[src/rtl/apb_irq_ctrl.sv]
// APB-programmed prioritised interrupt controller with request/ack/complete handshake.
// Define IRQ_CTRL_SYNC_EN to insert a 2-flop synchroniser on every irq_src bit.
module apb_irq_ctrl #(
  parameter int NUM_SRC = 8,
  parameter int ID_W    = 4
) (
  input  logic               pclk,
  input  logic               rst_n,
  input  logic               psel,
  input  logic               penable,
  input  logic               pwrite,
  input  logic [4:0]         paddr,
  input  logic [31:0]        pwdata,
  output logic [31:0]        prdata,
  output logic               pready,
  input  logic [NUM_SRC-1:0] irq_src,
  output logic               irq_out,
  output logic [ID_W-1:0]    irq_id,
  input  logic               irq_ack
);

  typedef enum logic [1:0] {
    IDLE    = 2'd0,
    REQ     = 2'd1,
    SERVICE = 2'd2
  } state_t;

  state_t              state, state_nxt;
  logic [ID_W-1:0]     id_nxt, winner;
  logic [NUM_SRC-1:0]  pend, pend_nxt, enable, mode;
  logic [NUM_SRC-1:0]  s_src, prev_src, cand, id_sel, ack_clr, clr, edge_set;
  logic                id_cand, wr_en;
  logic                wr_enable, wr_mode, wr_clear, wr_complete;
  logic                unused_bits;

  assign pready      = 1'b1;
  assign wr_en       = psel & penable & pwrite;
  assign wr_enable   = wr_en && (paddr[4:2] == 3'd1);
  assign wr_mode     = wr_en && (paddr[4:2] == 3'd2);
  assign wr_clear    = wr_en && (paddr[4:2] == 3'd3);
  assign wr_complete = wr_en && (paddr[4:2] == 3'd5);
  assign unused_bits = ^{pwdata, paddr[1:0]};

`ifdef IRQ_CTRL_SYNC_EN
  logic [NUM_SRC-1:0] sync1, sync2;
  always_ff @(posedge pclk or negedge rst_n) begin
    if (!rst_n) begin
      sync1 <= '0;
      sync2 <= '0;
    end else begin
      sync1 <= irq_src;
      sync2 <= sync1;
    end
  end
  assign s_src = sync2;
`else
  assign s_src = irq_src;
`endif

  // Lowest index wins; id_sel is the one-hot of the latched irq_id.
  always_comb begin
    cand    = pend & enable;
    winner  = '0;
    id_sel  = '0;
    for (int unsigned i = NUM_SRC; i > 0; i--) begin
      if (cand[i-1]) winner = ID_W'(i - 1);
    end
    for (int unsigned i = 0; i < NUM_SRC; i++) begin
      id_sel[i] = (irq_id == ID_W'(i));
    end
    id_cand = |(cand & id_sel);
  end

  always_comb begin
    state_nxt = state;
    id_nxt    = irq_id;
    ack_clr   = '0;
    case (state)
      IDLE: begin
        if (|cand) begin
          id_nxt    = winner;
          state_nxt = REQ;
        end
      end
      REQ: begin
        if (!id_cand) begin
          state_nxt = IDLE;
        end else if (irq_ack) begin
          state_nxt = SERVICE;
          ack_clr   = id_sel;
        end
      end
      SERVICE: begin
        if (wr_complete && (pwdata[ID_W-1:0] == irq_id)) state_nxt = IDLE;
      end
      default: state_nxt = IDLE;
    endcase
  end

  // Edge bits: set beats clear. Level bits simply follow the synchronised input.
  always_comb begin
    edge_set = s_src & ~prev_src;
    clr      = ack_clr | (wr_clear ? pwdata[NUM_SRC-1:0] : '0);
    pend_nxt = (mode & (edge_set | (pend & ~clr))) | (~mode & s_src);
  end

  always_ff @(posedge pclk or negedge rst_n) begin
    if (!rst_n) begin
      state    <= IDLE;
      irq_id   <= '0;
      pend     <= '0;
      enable   <= '0;
      mode     <= '0;
      prev_src <= '0;
    end else begin
      state    <= state_nxt;
      irq_id   <= id_nxt;
      pend     <= pend_nxt;
      prev_src <= s_src;
      if (wr_enable) enable <= pwdata[NUM_SRC-1:0];
      if (wr_mode)   mode   <= pwdata[NUM_SRC-1:0];
    end
  end

  assign irq_out = (state == REQ);

  always_comb begin
    prdata = '0;
    case (paddr[4:2])
      3'd0: prdata[NUM_SRC-1:0] = pend;
      3'd1: prdata[NUM_SRC-1:0] = enable;
      3'd2: prdata[NUM_SRC-1:0] = mode;
      3'd4: begin
        prdata[1:0]      = state;
        prdata[8 +: ID_W] = irq_id;
      end
      default: prdata = '0;
    endcase
  end

endmodule

[config.mk]
export PLATFORM = sky130hd
export DESIGN_NAME = apb_irq_ctrl
export DESIGN_NICKNAME = d
export VERILOG_FILES = /design/src/rtl/apb_irq_ctrl.sv
export SDC_FILE = /design/constraint.sdc
export NUM_CORES = 1
export LEC_CHECK = 0
export CAP_MARGIN = 20
export CORE_UTILIZATION = 40
export CTS_CLUSTER_SIZE = 14
export DETAILED_ROUTE_END_ITERATION = 12
export GPL_TIMING_DRIVEN = 0
export PLACE_DENSITY_LB_ADDON = 0.15
export SLEW_MARGIN = 40
export SYNTH_ARGS = -nofsm -noshare
export SYNTH_HDL_FRONTEND = slang
export SYNTH_SLANG_ARGS = --single-unit
export TNS_END_PERCENT = 5
[constraint.sdc]
create_clock -name pclk -period 2 [get_ports pclk]
set_clock_uncertainty 0.1 [all_clocks]
set_input_delay 0.6 -clock pclk [delete_from_list [all_inputs] [get_ports pclk]]
set_output_delay 0.6 -clock pclk [all_outputs]
set_load 0.03 [all_outputs]
==> results by group, run 1 <==
Detailed routing
  – Post-DR vias/cell: approximately 5.3
  – First-pass DRT Iterations: 4
  – Residual DRC count: 0
  – DRT iter0 DRCs: approximately 180
  – Vias: a little under 2000
  – Post-Route WL: 5905 um
  – ANT nets after route: 0
  – WL/cell: between 15 and 20 um

Clock tree
  – Clk sinks: 37
  – Hold Buf Count CTS: 0
  – CTS tree: done
  – Clk pin slew, worst setup/hold paths: 0.07 ns
  – CTS root buf: clkbuf_8
  – # H-tree levels: 2
  – TritonCTS buffer count: 5
  – Worst-Skew Late Latency: ~0.3 ns
  – Longest Clk Path Bufs: 2

Die
  – Core ar.: 5238 um2
  – IO Pins: 89
  – Die X: around 77 um
  – Initial Utilization: between 40% and 50%
  – # rows: 26
  – Die area: around 6000 um2
  – Die Y: about 77 um

Worst setup path
  – CP cell instances: buf_12, buf_12, mux2i_2, nor2_2, a21oi_2, o32ai_4, buf_6
  – Crit-path max FO: 3
  – CP Launch Type: input pin
  – Critical path data required time: about 1.3 ns
  – Slowest CP cell: mux2i_2
  – Critical Setup Path Class: in2out
  – Most used cell, CP: buf_12
  – Family with the most delay on the worst path: buffers and inverters
  – Crit path capture type: primary output
  – WP data arrival: 1.45 ns
  – Max incr delay on CP: around 0.17 ns
  – Worst path bufs/invs: 3

Layout
  – Area grow syn2layout: 44.85%
  – Multi-input logic area: 1297 um2
  – Most common library cell in the layout ignoring fill and taps: dfrtp_1
  – Seq. cell area: about 930 um2
  – Final nets: around 350
  – Fillers: between 400 and 500
  – Most frequent cells in the layout: dfrtp_1, buf_4, conb_1
  – Final design utilization: around three fifths
  – Share of cells above drive strength 1: between 30 and 40%
  – Antenna diodes: 0

Synthesis
  – Cell taking the most area after synthesis: dfrtp_1
  – Synth async-reset ratio: 100.0%
  – Unique masters post-synth: 45
  – Avg Cell Area, Syn: around 10 um2
  – Top cell type's share of synthesized area: around two fifths
  – Post-Syn Area: ~2200 um2
  – Ys Warns: 0
  – Most used DFF post-synth: dfrtp_1
  – Post-synth EDFFs: 0
  – Top post-synthesis cells by area: dfrtp_1, buf_4, mux2_2
  – #FFs+latches synth: 37
  – Mapped Cells: ~220
  – Seq/Total Area, Yosys: between 40% and 50%

Status
  – Failing checks: negative setup slack
  – Status: finished, violations left

Global route
  – Vias in the first global route: about 1800
  – First-pass GRT wire length: roughly 9500 um
  – GRT Resource Usage Total: around a fifth
  – Initial antenna violation count: 0
  – Largest net degree at the start of global routing: 38
  – Total congestion overflow: 0

Place
  – Final GP Congestion: between 0.8 and 0.9
  – DP HPWL: just under 4000 um
  – PortBufs: 39

Timing
  – Setup Viol. Count Final: 27
  – Setup ws final: -0.1479 ns
  – Min cycle time layout: between 2 and 2.5 ns
  – Final hold vios: 0
  – Tcrit/Tclk final: 107.4%
  – Final max-slew violation count: 0
  – RSZ-0062 raised after global routing: true
  – Min Hold Slack: roughly 0.16 ns
  – Fmax: roughly 470 MHz

Pwr
  – Power per Cell Area: approximately 910 nW/um2
  – Leak: 1.428 nW
  – Worst VDD drop: about 0.59 mV

Worst hold path
  – Hold crit path type: in2async

Job
  – Max-cap violations: 0
==> stage by stage <==
step / worst slack [ns] / instance area [um2] / power [W] / setup TNS, ns / cells
after floorplan: -0.05845 / 2379 / 0.001911 / -0.09810 / 243
after global placement: -1.328 / 2856 / 0.002298 / -45.85 / 352
after detailed placement: -1.345 / 2854 / 0.002310 / -22.10 / 352
after CTS: -0.1508 / 3181 / 0.002924 / -1.592 / 366
after global routing: -0.1924 / 3221 / 0.003088 / -3.315 / 368
final: -0.1479 / 3221 / 0.002939 / -1.512 / 368
==> cell families after synthesis <==
| logic type | count (synthesis) | synth area share (%) |
|---|---|---|
| and+or+nand+nor | 66 | 15.25 |
| DFF | 37 | 41.64 |
| other | 2 | 0.3378 |
| xor gates and xnor gates | 3 | 1.182 |
| muxes | 24 | 11.71 |
| AOI/OAI and AO/OA | 56 | 19.58 |
| buffers and inverters | 34 | 10.30 |
==> routing by layer <==
| layer | routed length [um] | track usage (%) | vias up | part of all wire [%] |
|---|---|---|---|---|
| met1 | 2628 | 28.75 | 934 | 45 |
| met5 | 0 | 0 | - | 0 |
| met3 | 418 | 4.311 | 6 | 7.1 |
| met2 | 2790 | 33.96 | 90 | 47 |
| met4 | 68 | 7.115 | 0 | 1.2 |
| li1 | - | - | 922 | - |
==> worst paths after layout <==
check	start	to	slack [ns]	depth (start not counted)
worst max-delay path	paddr[4]	prdata[0]	-0.15	7
worst min-delay path	rst_n	prev_src[6]	0.16	1
worst max register to register	irq_id[0]	pend[6]	0.38	5
worst min register to register	state[0]	state[1]	0.44	1
max in group asynchronous	rst_n	state[0]	1.28	1
min in group pclk	state[0]	state[1]	0.44	1
==> where the power goes <==
| part | switching [W] | internal, W |
|---|---|---|
| sequential | 0.000179 | 0.000899 |
| clock | 0.000266 | 0.000274 |
| combinational | 0.000735 | 0.000586 |
| total | 0.00118 | 0.00176 |
==> state kept, by name (all words and copies together), names as in the netlist <==
register,count
pend,8
mode,8
state,2
enable,8
prev_src,8
irq_id,3
==> cells in the mapped netlist (3+ instances only) <==
master	number
a21boi_0	6
a21oi_1	14
a31oi_1	7
a32oi_1	4
a41oi_1	4
and2_1	4
buf_2	6
buf_4	25
dfrtp_1	37
mux2_2	14
mux2i_1	8
nand2_1	16
nand3b_1	3
nand4_1	8
nor2_1	19
nor2b_1	6
o21ai_0	3
==> final cells by class <==
cell class	instances	area share, %
multi-input combinational	172	40.29
sequential	37	28.79
timing repair buffer	48	16.28
buffer	32	9.013
tap	70	2.720
clock buffer	7	2.681
inverter	2	0.2331
==> timing repair <==
item                       4_1_cts  5_1_grt
gates cloned                     1        0
setup buffers                    6        2
gates resized for setup        143        9
setup endpoints to repair       31       30
pin swaps                        4        3
(Power assumes the default switching activity.)
==> inputs of run 2 (changes only) <==
Settings changed: CORE_MARGIN set to 2.
==> run 2 against run 1 <==
  * The flow still finishes with violations (negative setup slack)
  * Clock power up 8.5%
  * Die area increased by 5.3%
  * Routed wire length rose by 4.1%
  * Count of clock-buffer cells in the layout did not move
  * Non-clock buffer count rose by 2
  * Critical path depth stayed put
  * Sequential power about the same
  * Via count decreased by 0.56%
  * Largest power group unchanged
==> results by group, run 2 (synthesized netlist as in run 1, its figures left out) <==
Status
  – Status: finished, violations left
  – Failing checks: negative setup slack

Clock tree
  – Clk sinks: 37 (unchanged)
  – Worst-Skew Late Latency: 0.29 ns (about the same)
  – Clk pin slew, worst setup/hold paths: 0.07 ns (about the same)
  – Longest Clk Path Bufs: 2 (unchanged)
  – CTS root buf: clkbuf_8
  – # H-tree levels: 2 (unchanged)
  – TritonCTS buffer count: 5 (unchanged)
  – CTS tree: done

Detailed routing
  – Post-Route WL: 6148 um (+4.1%)
  – Vias: 1941 (-0.56%)
  – Post-DR vias/cell: 5.204 (-1.9%)
  – WL/cell: 16.48 um (+2.7%)
  – DRT iter0 DRCs: 175 (-0.57%)
  – ANT nets after route: 0 (unchanged)
  – First-pass DRT Iterations: 4 (unchanged)
  – Residual DRC count: 0 (unchanged)

Worst setup path
  – Reg2reg end: state[0]
  – Crit path capture type: primary output
  – CP Launch Type: input pin
  – Reg2Reg Depth: 3 (-2)
  – End point of the critical path: prdata[0]
  – Critical Setup Path Class: in2out
  – WP data arrival: 1.46 ns (about the same)
  – Worst reg-to-reg setup slack: 0.32 ns (-0.06 ns)
  – FF-to-FF Start: pend[0]
  – Critical path data required time: 1.30 ns (about the same)
  – Crit path from: paddr[4]
  – Crit-path max FO: 4 (+1)

Layout
  – Final nets: 351 (+0.57%)
  – Final Cell Area: 3203 um2 (-0.54%)
  – Antenna diodes: 0 (unchanged)
  – Share of cells above drive strength 1: 38.54% (-0.39 points)
  – Most common library cell in the layout ignoring fill and taps: buf_4
  – Area grow syn2layout: 44.06%
  – Most frequent cells in the layout: buf_4, dfrtp_1, conb_1

Timing
  – Min cycle time layout: 2.164 ns (+0.01573 ns)
  – Setup ws final: -0.1636 ns (-0.01574 ns)
  – Final hold vios: 0 (unchanged)
  – Final max-slew violation count: 0 (unchanged)
  – Tcrit/Tclk final: 108.2% (+0.79 points)
  – Fmax: 462.2 MHz (-0.73%)
  – RSZ-0062 raised after global routing: true
  – Setup Viol. Count Final: 11 (-59%)

Place
  – Pre-CTS setup slack: -1.345 ns (+0.0001100 ns)
  – Area post-placement: 2856 um2 (about the same)
  – Final GP Congestion: 0.8994 (+0.64%)
  – PortBufs: 39 (unchanged)
  – DP HPWL: 4084 um (+3.4%)

Pwr
  – Combinational power share: 44.1% (-0.8 points)
  – Leak: 1.424 nW (-0.27%)
  – Pint: 0.001796 W (+2.1%)
  – Net Sw Power: 0.001197 W (+1.4%)
  – Switching share of power: 40.00% (-0.16 points)
  – Sequential share of power: 36.3% (-0.4 points)
  – Clock power frac: 19.6% (+1.2 points)
  – Worst VDD drop: 0.5047 mV (-15%)
  – Power per Cell Area: 934.4 nW/um2 (+2.4%)

Global route
  – Initial antenna violation count: 0 (unchanged)
  – First-pass GRT wire length: 9673 um (+2.1%)
  – Vias in the first global route: 1867 (+2.5%)
  – Largest net degree at the start of global routing: 38 (unchanged)
  – Total congestion overflow: 0 (unchanged)
  – GRT Resource Usage Total: 20.66% (-0.65 points)

Die
  – Die X: 78.56 um (+2.6%)
  – Initial Utilization: 40.88% (-1.6 points)
  – Die area: 6171 um2 (+5.3%)
  – Core ar.: 5439 um2 (+3.8%)
  – IO Pins: 89 (unchanged)
  – # rows: 27 (+3.8%)
  – Die Y: 78.56 um (+2.6%)

Worst hold path
  – Hold crit path type: in2async

Job
  – Max-cap violations: 0 (unchanged)
run 2: repair_timing:
item,in CTS,in global routing
hold endpoints to repair,0,0
resized for setup,129,15
pin swaps,3,3
hold buffers,0,0
buffers inserted,11,0
endpoints found under the setup margin,31,28
run 2: metal layers:
layer | up-vias | share of wire [%] | global-route usage (%)
li1 | 929 | - | -
met1 | 915 | 42 | 27.57
met2 | 84 | 48 | 32.39
met3 | 13 | 7.3 | 4.483
met4 | 0 | 2.3 | 8.596
met5 | - | 0 | 0
run 2: power groups by stage:
stage / logic [W] / registers (W) / clock network [W]
floorplan: 0.000827 / 0.00108 / 0
global placement: 0.00124 / 0.00107 / 0
detailed placement: 0.00125 / 0.00107 / 0
CTS: 0.00130 / 0.00107 / 0.000592
global route: 0.00141 / 0.00111 / 0.000631
finish: 0.00132 / 0.00109 / 0.000586
run 2: layout make-up:
class | count | area (um2)
Fill cell | 488 | 2236
Multi-Input combinational cell | 172 | 1284
Sequential cell | 37 | 928.4
Timing Repair Buffer | 50 | 505.5
Buffer | 32 | 286.5
Clock buffer | 7 | 96.34
Tap cell | 72 | 90.09
Inverter | 2 | 7.507
Clock inverter | 1 | 5.005
run 2: worst min-delay path by stage:
stage / start / to / slack (ns) / depth (start not counted)
CTS: rst_n / mode[3] / 0.18 / 1
finish: rst_n / enable[3] / 0.17 / 1
global route: rst_n / mode[3] / 0.20 / 1
global placement: state[0] / state[1] / 0.42 / 1
floorplan: rst_n / enable[0] / 0.20 / 0
detailed placement: state[0] / state[1] / 0.43 / 1
run 2: metrics by stage:
stage / utilization, % / total power, W / instances / hold slack (ns) / TNS [ns]
final: 58.89 / 0.002993 / 373 / 0.1695 / -1.215
after floorplan: - / 0.001911 / 243 / 0.2044 / -0.09810
after detailed placement: 52.52 / 0.002318 / 354 / 0.4306 / -22.59
after global routing: 58.89 / 0.003156 / 373 / 0.2009 / -1.837
after global placement: 52.57 / 0.002304 / 354 / 0.4221 / -47.55
after CTS: 58.16 / 0.002960 / 373 / 0.1797 / -1.379
run 2: critical path, stage by stage:
cell,delay (ns)
buf_12,0.09
buf_12,0.11
mux2i_4,0.23
nor2_4,0.04
a21oi_2,0.14
o32ai_4,0.10
buf_6,0.14
==> inputs of run 3 (changes only) <==
Settings changed: CAP_MARGIN 20 to 15.
Clock period 2 ns to 2.6 ns, I/O delays scaled along.
==> run 3 against run 2 <==
  * The run still ends with negative setup slack left
  * Utilization shrank 3.5 points
  * Flip-flop and latch count is the same
  * Combinational power shrank 27%
  * Final area shrank 6.0%
==> results by group, run 3 (synthesized netlist as in run 1, its figures left out) <==
Global route
  – Vias in the first global route: 1767 (-5.4%)
  – First-pass GRT wire length: 9370 um (-3.1%)
  – Total congestion overflow: 0 (unchanged)
  – Largest net degree at the start of global routing: 38 (unchanged)
  – Initial antenna violation count: 0 (unchanged)
  – GRT Resource Usage Total: 20.17% (-0.48 points)

Pwr
  – Net Sw Power: 0.0008730 W (-27%)
  – Power per Cell Area: 728.0 nW/um2 (-22%)
  – Sequential share of power: 37.2% (+0.9 points)
  – Switching share of power: 39.83% (-0.16 points)
  – Pint: 0.001319 W (-27%)
  – Leak: 1.377 nW (-3.3%)
  – Combinational power share: 44.1% (about the same)
  – Clock power frac: 18.6% (-1.0 points)
  – Worst VDD drop: 0.3894 mV (-23%)

Worst setup path
  – FF-to-FF Start: irq_id[2]
  – Critical Setup Path Class: in2out
  – Reg2reg end: pend[0]
  – Reg2Reg Depth: 5 (+2)
  – WP data arrival: 1.74 ns (+0.28 ns)
  – Crit path from: paddr[2]
  – Worst reg-to-reg setup slack: 0.92 ns (+0.60 ns)
  – End point of the critical path: prdata[1]
  – Crit-path max FO: 5 (+1)
  – Crit path capture type: primary output
  – CP Launch Type: input pin
  – Critical path data required time: 1.72 ns (+0.42 ns)

Detailed routing
  – First-pass DRT Iterations: 5 (+1)
  – Top routing layer used: met4
  – ANT nets after route: 0 (unchanged)
  – DRT iter0 DRCs: 165 (-5.7%)
  – Residual DRC count: 0 (unchanged)
  – Vias: 1952 (+0.57%)
  – Metal3 WL: 440 um (-1.3%)
  – Metal-1 WL: 2577 um (-0.43%)
  – DR WL met2: 2810 um (-5.5%)
  – WL/cell: 16.09 um (-2.4%)
  – Post-DR vias/cell: 5.261 (+1.1%)
  – Post-Route WL: 5969 um (-2.9%)

Layout
  – Share of cells above drive strength 1: 30.10% (-8.4 points)
  – Seq. cell area: 925.9 um2 (-0.27%)
  – Antenna diodes: 0 (unchanged)
  – Multi-input logic area: 1177 um2 (-8.3%)
  – Non-filler cells, final: 371 (-0.54%)
  – Most common library cell in the layout ignoring fill and taps: buf_4
  – Fillers: 511 (+4.7%)
  – Final Cell Area: 3010 um2 (-6.0%)
  – Area grow syn2layout: 35.40%
  – Final nets: 350 (-0.28%)
  – Most frequent cells in the layout: buf_4, dfrtp_1, conb_1, clkdlybuf4s50_1, nor2_1

Clock tree
  – Worst-Skew Late Latency: 0.29 ns (about the same)
  – TritonCTS buffer count: 5 (unchanged)
  – Longest Clk Path Bufs: 2 (unchanged)
  – CTS root buf: clkbuf_8
  – Clk sinks: 37 (unchanged)
  – CTS tree: done
  – Clk pin slew, worst setup/hold paths: 0.07 ns (about the same)
  – # H-tree levels: 2 (unchanged)

Timing
  – Fmax: approximately 380 MHz
  – Min cycle time layout: roughly 2.6 ns
  – Setup ws final: -0.02026 ns (+0.1434 ns)
  – Tcrit/Tclk final: 100.8%
  – Setup Viol. Count Final: 1 (-10)
  – Final hold vios: 0 (unchanged)
  – RSZ-0062 raised after global routing: true
  – Final max-slew violation count: 0 (unchanged)

Die
  – Die area: 6171 um2 (unchanged)
  – Die X: 78.56 um (unchanged)
  – # rows: 27 (unchanged)
  – Die Y: 78.56 um (unchanged)
  – Core ar.: 5439 um2 (unchanged)
  – IO Pins: 89 (unchanged)
  – Initial Utilization: 40.88% (unchanged)

Place
  – DP HPWL: 4012 um (-1.8%)
  – Area post-placement: 2788 um2 (-2.4%)
  – # placed instances: 354 (unchanged)
  – Final GP Congestion: 0.9075 (+0.90%)
  – PortBufs: 39 (unchanged)

Job
  – Max-cap violations: 0 (unchanged)

Status
  – Status: finished, violations left
  – Failing checks: negative setup slack

Worst hold path
  – Hold crit path type: in2async
-- run 3: cell types whose count changed in the layout (fill, tap and decap cells not counted), sizes merged --
cell and delta:
clkdlybuf4s50 +3, buf -2, dlygate4sd2 -2, clkbuf +1, clkdlybuf4s15 -1, clkinv -1
-- run 3: worst max-delay path: stages --
cell and delay (ns):
buf_4 0.13, buf_8 0.13, buf_12 0.13, mux2i_1 0.12, o32ai_2 0.23, buf_4 0.21
-- run 3: worst min-delay path by stage --
stage / start / end / slack, ns
final: rst_n / mode[3] / 0.35
after global placement: state[0] / state[1] / 0.42
after detailed placement: state[0] / state[1] / 0.42
after CTS: rst_n / mode[3] / 0.37
after floorplan: state[0] / state[1] / 0.37
after global routing: rst_n / prev_src[6] / 0.39
-- run 3: per-layer routing --
metal	up-vias	GRT usage, %
li1	931	-
met1	915	27.08
met2	94	31.71
met3	12	4.368
met4	0	7.895
met5	-	0
-- run 3: cell type report --
type	instances	share of cell area (%)
buffer	32	8.770
clock buffer	7	2.868
sequential	37	30.76
tap	72	2.993
inverter	2	0.2494
timing repair buffer	49	15.25
multi-input combinational	172	39.11
-- run 3: stage by stage --
| stage | utilization, % | setup TNS (ns) | setup WS, ns | hold slack (ns) | total power [W] |
|---|---|---|---|---|---|
| 6_report | 55.35 | -0.02026 | -0.02026 | 0.3462 | 0.002192 |
| 5_1_grt | 55.35 | -0.1426 | -0.07348 | 0.3886 | 0.002313 |
| 4_1_cts | 55.00 | 0 | 0.001135 | 0.3675 | 0.002188 |
| 3_5_place_dp | 51.25 | -11.54 | -1.202 | 0.4200 | 0.001762 |
| 3_3_place_gp | 51.30 | -21.19 | -1.192 | 0.4171 | 0.001749 |
| 2_1_floorplan | - | -0.1252 | -0.1252 | 0.3721 | 0.001446 |
-- run 3: power groups by stage --
stage	combinational (W)	sequential (W)	clock, W
global placement	0.000928	0.000821	0
global route	0.00104	0.000834	0.000441
finish	0.000967	0.000816	0.000408
detailed placement	0.000938	0.000824	0
CTS	0.000955	0.000813	0.000420
floorplan	0.000613	0.000833	0
-- run 3: timing repair --
item	CTS	global route
hold buffers	0	0
gates resized for setup	95	6
setup buffers	9	0
pin swaps	2	0
gates cloned	1	0
endpoints found under the setup margin	12	7
